**src/rtl/if_prefetch_unit_pkg.sv**
```systemverilog
// Shared constants and the FIFO entry layout for the instruction-fetch front end.
package if_prefetch_unit_pkg;

   localparam int          XLEN             = 32;
   localparam logic [31:0] NOP_INSTR        = 32'h0000_0013;
   localparam logic [31:0] DEFAULT_RESET_PC = 32'h0000_0000;
   localparam logic [31:0] FETCH_STRIDE     = 32'h0000_0004;

   typedef struct packed {
      logic [XLEN-1:0] pc;
      logic [XLEN-1:0] instr;
   } fetch_entry_t;

   function automatic logic [XLEN-1:0] word_align(input logic [XLEN-1:0] addr);
      return addr & ~32'h0000_0003;
   endfunction

endpackage

```
**src/rtl/if_prefetch_unit_fifo.sv**
```systemverilog
// Synchronous prefetch FIFO holding {pc, instr} pairs; flush empties it in one cycle.
module if_prefetch_unit_fifo
   import if_prefetch_unit_pkg::*;
#(
   parameter int DEPTH = 4,
   localparam int PW = $clog2(DEPTH),
   localparam int CW = PW + 1
) (
   input  logic              clk,
   input  logic              rst_n,
   input  logic              push_i,
   input  logic              pop_i,
   input  logic              flush_i,
   input  logic [2*XLEN-1:0] wdata_i,
   output logic [2*XLEN-1:0] rdata_o,
   output logic              empty_o,
   output logic [CW-1:0]     count_o
);

   fetch_entry_t      mem_q [DEPTH];
   logic [PW-1:0]     wr_ptr_q, wr_ptr_d;
   logic [PW-1:0]     rd_ptr_q, rd_ptr_d;
   logic [CW-1:0]     count_q, count_d;

   // Pointer and occupancy next-state; pointers wrap naturally since DEPTH is a power of 2.
   always_comb begin
      wr_ptr_d = wr_ptr_q;
      rd_ptr_d = rd_ptr_q;
      count_d  = count_q;
      if (flush_i) begin
         wr_ptr_d = {PW{1'b0}};
         rd_ptr_d = {PW{1'b0}};
         count_d  = {CW{1'b0}};
      end else begin
         if (push_i) wr_ptr_d = wr_ptr_q + PW'(1);
         else        wr_ptr_d = wr_ptr_q;
         if (pop_i)  rd_ptr_d = rd_ptr_q + PW'(1);
         else        rd_ptr_d = rd_ptr_q;
         case ({push_i, pop_i})
            2'b10:   count_d = count_q + CW'(1);
            2'b01:   count_d = count_q - CW'(1);
            default: count_d = count_q;
         endcase
      end
   end

   // Pointer and occupancy registers.
   always_ff @(posedge clk or negedge rst_n) begin
      if (!rst_n) begin
         wr_ptr_q <= {PW{1'b0}};
         rd_ptr_q <= {PW{1'b0}};
         count_q  <= {CW{1'b0}};
      end else begin
         wr_ptr_q <= wr_ptr_d;
         rd_ptr_q <= rd_ptr_d;
         count_q  <= count_d;
      end
   end

   // Entry storage; contents are only observable through a valid head, so no reset.
   always_ff @(posedge clk) begin
      if (push_i && !flush_i) mem_q[wr_ptr_q] <= fetch_entry_t'(wdata_i);
   end

   assign rdata_o = mem_q[rd_ptr_q];
   assign empty_o = (count_q == {CW{1'b0}});
   assign count_o = count_q;

endmodule

```
**src/rtl/if_prefetch_unit.sv**
```systemverilog
// Instruction-fetch front end: fetch PC, single-outstanding imem request, redirect/discard
// handling, and the prefetch FIFO whose head feeds the IF/ID register.
module if_prefetch_unit
   import if_prefetch_unit_pkg::*;
#(
   parameter logic [31:0] RESET_PC = DEFAULT_RESET_PC,
   parameter int          DEPTH    = 4
) (
   input  logic        clk,
   input  logic        reset,
   output logic        imem_req,
   output logic [31:0] imem_addr,
   input  logic        imem_ack,
   input  logic [31:0] imem_rdata,
   input  logic        id_ready,
   input  logic        redirect,
   input  logic [31:0] redirect_addr,
   output logic        if_valid,
   output logic [31:0] Instruction_if,
   output logic [31:0] PC
);

   localparam int            CW      = $clog2(DEPTH) + 1;
   localparam logic [CW-1:0] DEPTH_C = CW'(DEPTH);

   logic          req_q, req_d;
   logic          discard_q, discard_d;
   logic [31:0]   fpc_q, fpc_d;
   logic [31:0]   addr_q, addr_d;
   logic          xfer_s, hold_s, push_s, pop_s, empty_s;
   logic [CW-1:0] count_s, count_next_s;
   logic [63:0]   head_s;
   fetch_entry_t  head_e;

   assign head_e = fetch_entry_t'(head_s);

   // Issue/redirect decisions. addr_q freezes while a request waits for its ack, so a
   // redirect during that time only moves fpc and marks the in-flight word for discard.
   always_comb begin
      xfer_s       = req_q & imem_ack;
      hold_s       = req_q & ~imem_ack;
      push_s       = xfer_s & ~discard_q & ~redirect;
      pop_s        = ~empty_s & id_ready & ~redirect;
      count_next_s = count_s;
      fpc_d        = fpc_q;
      discard_d    = discard_q;
      req_d        = 1'b0;
      addr_d       = addr_q;

      if (redirect) begin
         count_next_s = {CW{1'b0}};
      end else begin
         case ({push_s, pop_s})
            2'b10:   count_next_s = count_s + CW'(1);
            2'b01:   count_next_s = count_s - CW'(1);
            default: count_next_s = count_s;
         endcase
      end

      if (redirect)    fpc_d = word_align(redirect_addr);
      else if (push_s) fpc_d = fpc_q + FETCH_STRIDE;
      else             fpc_d = fpc_q;

      if (redirect)    discard_d = hold_s;
      else if (xfer_s) discard_d = 1'b0;
      else             discard_d = discard_q;

      if (hold_s)        req_d = 1'b1;
      else if (redirect) req_d = 1'b0;
      else               req_d = (count_next_s < DEPTH_C);

      if (hold_s) addr_d = addr_q;
      else        addr_d = fpc_d;
   end

   // Fetch state registers.
   always_ff @(posedge clk or negedge reset) begin
      if (!reset) begin
         req_q     <= 1'b0;
         discard_q <= 1'b0;
         fpc_q     <= RESET_PC;
         addr_q    <= RESET_PC;
      end else begin
         req_q     <= req_d;
         discard_q <= discard_d;
         fpc_q     <= fpc_d;
         addr_q    <= addr_d;
      end
   end

   if_prefetch_unit_fifo #(.DEPTH(DEPTH)) u_fifo (
      .clk     (clk),
      .rst_n   (reset),
      .push_i  (push_s),
      .pop_i   (pop_s),
      .flush_i (redirect),
      .wdata_i ({addr_q, imem_rdata}),
      .rdata_o (head_s),
      .empty_o (empty_s),
      .count_o (count_s)
   );

   assign imem_req       = req_q;
   assign imem_addr      = addr_q;
   assign if_valid       = ~empty_s;
   assign Instruction_if = empty_s ? NOP_INSTR : head_e.instr;
   assign PC             = empty_s ? 32'h0000_0000 : head_e.pc;

endmodule

```
**config.mk**
```make
export PLATFORM = sky130hd
export DESIGN_NAME = if_prefetch_unit
export DESIGN_NICKNAME = d
export VERILOG_FILES = /design/src/rtl/if_prefetch_unit_pkg.sv /design/src/rtl/if_prefetch_unit_fifo.sv /design/src/rtl/if_prefetch_unit.sv
export SDC_FILE = /design/constraint.sdc
export NUM_CORES = 1
export LEC_CHECK = 0
export CAP_MARGIN = 20
export CORE_MARGIN = 2
export CORE_UTILIZATION = 45
export CTS_CLUSTER_SIZE = 40
export DETAILED_ROUTE_END_ITERATION = 8
export DONT_BUFFER_PORTS = 1
export PLACE_DENSITY = 0.64
export SLEW_MARGIN = 10
export SYNTH_ARGS = -nofsm -noshare
export SYNTH_HDL_FRONTEND = slang
export SYNTH_SLANG_ARGS = --single-unit
```
**constraint.sdc**
```tcl
create_clock -name clk -period 3.4 [get_ports clk]
set_input_delay 0.51 -clock clk [delete_from_list [all_inputs] [get_ports clk]]
set_output_delay 0.51 -clock clk [all_outputs]
set_load 0.03 [all_outputs]
```
* Yosys cells after proc, flatten, opt, wreduce, memory -nomap -nowiden *
Memory sizes are Yosys's and may differ from the RTL's.
Cells that the tools add are included.

word-level totals
  register bits = 73
  RAM bits = 256
  input bits = 69
  output and inout port bits = 98
  memories = 1

memories
  memory        words  width  rd ports  clocked after Yosys merged registers in  write ports  line                         source
  u_fifo.mem_q  4      64     1         0                                        1            if_prefetch_unit_fifo.sv:20  fetch_entry_t mem_q [DEPTH];

operators by class
  add/subtract/negate cells = 5
  magnitude comparators = 1
  equal/unequal tests = 2
  mux-type cells = 16
  bitwise operators = 10
  reduce and logical (&&, ||, !) cells = 6

operators with widths
  kind                   number
  $mux 32                4
  $add 32x3->32 const B  1
  $mux 2                 4
  $and 1x1->1            6
  $mux 1                 6
  $pmux 3 s2             1
  $reduce_bool 2->1      3
  $add 2x1->2 const B    2
  $not 1->1              4
  $add 3x1->3 const B    1
  $logic_not 3->1        1
  $lt 3x3->1 const B     1
  $mux 3                 1
  $sub 3x1->3 const B    1
  $eq 2x1->1 const B     1
  $eq 2x2->1 const B     1
  $logic_and 1x1->1      1
  $logic_not 1->1        1

* Logic depth before layout (Yosys ltp) *
  depth in word-level cells = 10
  depth in mapped cells = 12
  gate-level depth less buffers = 12

* Cells and area by module *
A second synthesis with hierarchy kept.

unflattened totals
  cell total of the unflattened synthesis = 771
  area, all modules = 13530.5 um2

modules (own cells, without submodules)
  module                 instances  cells each  area each (um2)
  if_prefetch_unit_fifo  1          376         9661.8
  if_prefetch_unit       1          395         3868.7

* Worst setup path before layout *
Ideal clock, no wire load.

  path kind = register -> register
  start = register req_q, in the netlist imem_req
  end = memory u_fifo.mem_q[0][0] in the netlist's numbering (enable)
  setup time = 0.429 ns
  arrival time = 2.467 ns
  data required time = 2.971 ns
  slack = 0.504 ns
  cell stages (with the launch flop) = 4
  path buffers = 1
  period minus slack after synthesis = 2.896 ns
  cell sequence = dfrtp_1 -> and4bb_1 -> buf_2 -> and2_1

between the ends
  cells in the longest elaborated chain, start to end = 6

RTL lines
  element                       line                         source
  start, declared               if_prefetch_unit.sv:26       logic req_q, req_d;
  start signal, assigned        if_prefetch_unit.sv:84       req_q <= req_d;
  $and 1x1->1                   if_prefetch_unit.sv:40       xfer_s = req_q & imem_ack;
  $and 1x1->1 (2 in series)     if_prefetch_unit.sv:42       push_s = xfer_s & ~discard_q & ~redirect;
  $logic_and 1x1->1             if_prefetch_unit_fifo.sv:62  if (push_i && !flush_i) mem_q[wr_ptr_q] <= fetch_entry_t'(wdata_i);
  $mux 1                        if_prefetch_unit_fifo.sv:62
  $mux 1 (not written as such)  if_prefetch_unit_fifo.sv:62
  end, declared                 if_prefetch_unit_fifo.sv:20

No other way between the ends.

* Worst setup path after layout *
  start = register u_fifo.rd_ptr_q[1]
  end = output port PC[9]

between the ends
  cells in the longest elaborated chain, start to end = 2

RTL lines
  element                 line                         source
  start, declared         if_prefetch_unit_fifo.sv:22  logic [PW-1:0] rd_ptr_q, rd_ptr_d;
  start signal, assigned  if_prefetch_unit_fifo.sv:51  rd_ptr_q <= {PW{1'b0}};
  start signal, assigned  if_prefetch_unit_fifo.sv:55  rd_ptr_q <= rd_ptr_d;
  $mem_v2 4x64            --
  $mux 32                 if_prefetch_unit.sv:107      assign PC = empty_s ? 32'h0000_0000 : head_e.pc;
  end, declared           if_prefetch_unit.sv:20       output logic [31:0] PC

No other way between the ends.

==> results_dict.tcl <==
set metrics [dict create \
    skew_ns 0.01900 \
    power.internal_mw 6.820 \
    power_density_nw_per_um2 578.7 \
    vias_per_cell 5.619 \
    io_pins 167 \
    finalWorstSetupSlack_ns 0.6100 \
    ys_ff_latch 329 \
    crit_buf_inv 1 \
    crit_family "flip-flops" \
    setup_tns_ns 0 \
    final_layout_size_suffix_gt1_share_pct 21.90 \
    cp-start-kind "register" \
    first_pass_iters 7 \
    report.final.slew_viol_count 0 \
    final_common_cell "edfxtp_1" \
    cts_buffer_depth 3 \
    portBuffers 0 \
    maxSlewHeadroom_pct 54.06 \
    globalRouteOverflowTotal 0 \
    drc_errors 0 \
    synth_top_area_share_pct 57.05 \
    r2r.worst_path.cells 10 \
    clk_pin_slew_ns 0.06 \
    dp_cells 1126 \
    crit_start "u_fifo.rd_ptr_q[1]$_DFFE_PN0P_" \
    clock_power_share_pct 41.1 \
    synth-edff-count 256 \
    design_area_um2 15080 \
    synthCells 763 \
    cts_max_level 2 \
    routedWlPerCell_um 23.20 \
    cts_tree "built" \
    layout_common_cells "edfxtp_1 (256), dfrtp_1 (71), and2_1 (64), mux4_2 (64), nand2_1 (39)" \
    path_cells "buf_4, mux4_2, and2_1" \
    dpl_worst_slack_ns 0.7075 \
    finalHoldViolCount 0 \
    timing.rr.start "imem_req$_DFF_PN0_" \
    seqPwrFrac_pct 54.9 \
    criticalPathCategory "register to output pin" \
    p_sw_mw 1.909 \
    cts-resized-gates 0 \
    synth-main-ff-cell "edfxtp_1" \
    vias 6687 \
    grt_pass1_wl_um 42910 \
    fmax_mhz 358.4 \
    postCtsSetupBuffers 0 \
    p_comb_share_pct 4.0 \
    postRouteWirelength_um 27610 \
    ys_warn_count 0 \
    synth_area_per_cell_um2 17.66 \
    grt_pass1_vias 7418 \
    fillers 2411 \
    final_cells 1190 \
    clockRootBuffer "clkbuf_16" \
    power_switching_share_pct 21.87 \
    async_flop_share_pct 22.19 \
    fin_nets 853 \
    antenna_found_initial 0 \
    maxCapViolCount 0 \
    max-vdd-ir-drop_mv 0.4097 \
    setup_viol 0 \
    crit_end "PC[9]" \
    grt.total_usage_pct 18.15 \
    dp_hpwl_um 17260 \
    yosys.area.top_type "edfxtp_1" \
    drt_iter0_drc 317 \
    hold_path_depth 1 \
    core_area_um2 29560 \
    hold_class "input pin to register" \
    tightest_slew_ns 0.6891 \
    critPathMaxFanout 37 \
    antenna_left 0 \
    syn_nets 841 \
    die_h_um 177.0 \
    cp.required_ns 2.89 \
    row_count 63 \
    clock_sinks 329 \
    outcome "completed" \
    finalCriticalPeriod_ns 2.790 \
    dpl_cell_area_um2 13960 \
    synthDistinctLibCells 49 \
    crit_slowest_cell "dfrtp_4" \
    cts_buffers 35 \
    dieArea_um2 31340 \
    yosysSeqAreaShare_pct 70.60 \
    gp_congestion 0.8008 \
    hold_buffers 2 \
    cp.arrival_ns 2.28 \
    die_w_um 177.0 \
    start_util_pct 45.59 \
    critPathMaxStageDelay_ns 0.86 \
    p_leak_nw 5.119 \
    clock_latency_ns 0.51 \
    power_mw 8.728 \
    period_share_pct 82.06 \
    end_kind "output pin" \
    hold_slack_ns 0.07016 \
    grt_max_degree 74 \
    path_depth 3 \
    finish.utilization_pct 51.03 \
    rr_endpoint "imem_req$_DFF_PN0_" \
    rrSetupSlack_ns 0.65 \
    syn-cell-area_um2 13480 \
    rsz0062_at_grt "false" \
    ys_top_cells_by_area "edfxtp_1 (57%), dfrtp_1 (14%), mux4_2 (11%)" \
    area_growth_pct 11.93 \
]
[how the worst min path moves through the flow]
stage / startpoint / slack, ns / end
floorplan: reset / 0.21 / discard_q$_DFFE_PN0P_
global placement: reset / 0.22 / imem_addr[6]$_DFFE_PN0N_
detailed placement: reset / 0.22 / imem_addr[6]$_DFFE_PN0N_
CTS: redirect / 0.04 / u_fifo.rd_ptr_q[1]$_DFFE_PN0P_
global route: redirect / 0.05 / u_fifo.wr_ptr_q[0]$_DFFE_PN0P_
finish: redirect / 0.07 / u_fifo.wr_ptr_q[0]$_DFFE_PN0P_
[cell type report]
type | count | area [um^2] | share of cell area, %
clock buffers | 48 | 967.2 | 6.412
repair buffers | 18 | 236.5 | 1.568
flip-flops and latches | 329 | 9522 | 63.13
clock inverters | 13 | 115.1 | 0.7632
inverters | 9 | 33.78 | 0.2240
multi-input cells | 382 | 3719 | 24.65
diodes | 1 | 2.502 | 0.01659
well taps | 390 | 488.0 | 3.235
[worst register-to-register path, cell delays in order (launching register included)]
cell      delay [ns]
dfrtp_1         0.63
and4bb_1        0.47
inv_2           0.17
ha_1            0.27
xor2_1          0.16
ha_1            0.18
a21oi_1         0.16
xor2_1          0.19
nor2_1          0.08
xnor2_1         0.14
a21o_1          0.19
[registers in the layout, summed over array words and instances (netlist names)]
name             flops
discard_q            1
fpc_q               32
imem_addr           32
imem_req             1
u_fifo.count_o       3
u_fifo.mem_q       256
u_fifo.rd_ptr_q      2
u_fifo.wr_ptr_q      2
[synthesized netlist by cell type (all sizes together), types with 14 or more instances]
master and number:
edfxtp 256, dfrtp 73, and2 68, mux4 64, nand2 39, clkbuf 31
nor2 25, mux2 22, xor2 19, nor4 16, and3 15, xnor2 14
[per-layer routing]
metal | up-vias | part of all wire, % | global-route usage, %
li1 | 2981 | - | -
met1 | 3469 | 39 | 22.23
met2 | 191 | 50 | 30.71
met3 | 46 | 8.0 | 5.520
met4 | 0 | 2.5 | 6.061
met5 | - | 0 | 0
[cell families (layout without fill, tap and decap cells)]
| logic type | Yosys count | after routing | share of synthesized area [%] |
|---|---|---|---|
| buffers and inverters | 52 | 88 | 1.894 |
| and+or+nand+nor | 211 | 211 | 9.480 |
| other | 0 | 1 | 0 |
| adders and majority gates | 9 | 9 | 0.8357 |
| muxes | 91 | 91 | 12.91 |
| xor gates and xnor gates | 33 | 33 | 2.145 |
| DFF | 329 | 329 | 70.60 |
| AOI/OAI and AO/OA | 38 | 38 | 2.136 |
[power groups by stage]
stage / Clock (mW) / Combinational (mW) / Sequential (mW)
final: 3.59 / 0.350 / 4.79
after global routing: 3.84 / 0.390 / 4.81
after CTS: 3.69 / 0.358 / 4.79
after detailed placement: 0 / 0.333 / 4.88
after global placement: 0 / 0.323 / 4.86
after floorplan: 0 / 0.270 / 4.81
(Power assumes the default switching activity.)
==> variant, RTL diff (same flow settings) <==
`DEPTH` is set to 4 in 2 places; all go to 8.
--- a/src/rtl/if_prefetch_unit_fifo.sv
+++ b/src/rtl/if_prefetch_unit_fifo.sv
@@ -4,3 +4,3 @@
 #(
-   parameter int DEPTH = 4,
+   parameter int DEPTH = 8,
    localparam int PW = $clog2(DEPTH),
--- a/src/rtl/if_prefetch_unit.sv
+++ b/src/rtl/if_prefetch_unit.sv
@@ -6,3 +6,3 @@
    parameter logic [31:0] RESET_PC = DEFAULT_RESET_PC,
-   parameter int          DEPTH    = 4
+   parameter int          DEPTH    = 8
 ) (
Formal check against the unedited RTL: same outputs for any inputs over 4 cycles, from zero or initial values and one cycle with reset low; that may be too few to reach the edited logic, so the function may still have changed.
==> variant against the original RTL <==
Hold slack worse by 0.030 ns; sequential cell count grew 259; synthesized area rose by 72%; utilization grew 1.1 points; wire length rose by 72%; total power up 75%; setup slack worse by 0.43 ns; design area increased by 77%.
==> variant: results (changes against the original RTL) <==
status=complete, no violations (unchanged); Worst Path Arrival=2.71 ns (was 2.28 ns); Placed Cells=1833 (was 1126); Filler cells=4015 (was 2411); top post-synthesis cells by count=edfxtp_1 (512), mux4_2 (128), nor2_1 (91) (was edfxtp_1 (256), dfrtp_1 (73), and2_1 (68)); relative slew slack=0.432 (was 0.541); DR pass1 iterations=5 (was 7); sequential area share after synthesis=0.744 (was 0.706); Worst Skew=0.0168 ns (was 0.0190 ns); VDD IR max=0.662 mV (was 0.410 mV); pre-CTS WS=0.563 ns (was 0.708 ns); HPWL Detailed=26000 um (was 17300 um); Clock Latency Late Sink=0.60 ns (was 0.51 ns); Hold Buf Count CTS=36 (was 2); area occupied by multi-input gates=5730 um^2 (was 3720 um^2); share of layout cells above drive strength 1=0.235 (was 0.219); Syn Nets=1252 (was 841); Non-Clock Inverter Count=7 (was 9); Via density=5.61 (was 5.62); largest cells by area after synthesis=edfxtp_1 (66%), mux4_2 (12%), dfrtp_1 (8.2%) (was edfxtp_1 (57%), dfrtp_1 (14%), mux4_2 (11%)); Worst Hold Path EP=fpc_q[8] (was u_fifo.wr_ptr_q[0]); post-synthesis mux area share=0.164 (was 0.129); Post-Syn Instances=1175 (was 763); CLK BUF=75 (was 48); hold path depth=2 (was 1); largest net degree at the start of global routing=77 (was 74); CP endpoint=PC[29] (was PC[9]); switching share of power=0.210 (was 0.219); Post-Synth XOR/XNOR Area=0.0132 (was 0.0214); antenna cell count=0 (was 1); global-route wire length before repair=71200 um (was 42900 um); multi-input gates=518 (was 382); worst hold slack=0.0398 ns (was 0.0702 ns); Register-to-Register Setup Slack=0.58 ns (was 0.65 ns); DR WL/cell=24.0 um (was 23.2 um); ClkCell Share=0.0722 (was 0.0718); Area Overhead vs Synth=15.0% (was 11.9%); Total GRT Usage=0.179 (was 0.181); Post-synth EDFFs=512 (was 256); number of global-route vias before repair=11400 (was 7418); Syn Area/Cell=19.8 um^2 (was 17.7 um^2); total CTS buffers=58 (was 35); Leakage=8.51 nW (was 5.12 nW); adder-cell share of the synthesized area=0.00431 (was 0.00836); dpl cell area=24400 um^2 (was 14000 um^2); Reg area=17300 um^2 (was 9520 um^2); async set or reset register ratio after synthesis=0.129 (was 0.222); CP max FO=38 (was 37); gpl congestion=0.776 (was 0.801); bufs w/o clock=77 (was 18); Non-clock buffer share=0.0321 (was 0.0157)
variant: cell count changes after synthesis, sizes merged, moves of 8 or more:
cell    change
xnor2      +10
buf        +10
clkbuf      +9
mux2i      +62
edfxtp    +256
mux4       +64
nor4       -10
and2       -67
nor2       +66
xor2        -8
variant: logic make-up (layout without fill, tap and decap cells):
kind of cell,Yosys count,in the layout
buf+inv,69,191
simple gates,211,211
flops,588,588
compound gates,46,46
xor+xnor,35,35
fa+ha+maj,8,8
mux,218,218
variant: power by group through the flow:
stage / clock network, mW / registers [mW] / logic (mW)
floorplan: 0 / 8.45 / 0.305
global placement: 0 / 8.54 / 0.377
detailed placement: 0 / 8.56 / 0.382
CTS: 6.58 / 8.41 / 0.477
global route: 6.85 / 8.43 / 0.519
finish: 6.41 / 8.40 / 0.469
variant: layer usage:
layer / track usage / wire length, um / up-vias
met2: 0.297 / 23400 / 306
met5: 0 / 0 / -
met4: 0.0421 / 782 / 0
met1: 0.242 / 20200 / 5852
met3: 0.0434 / 3160 / 54
li1: - / - / 4887
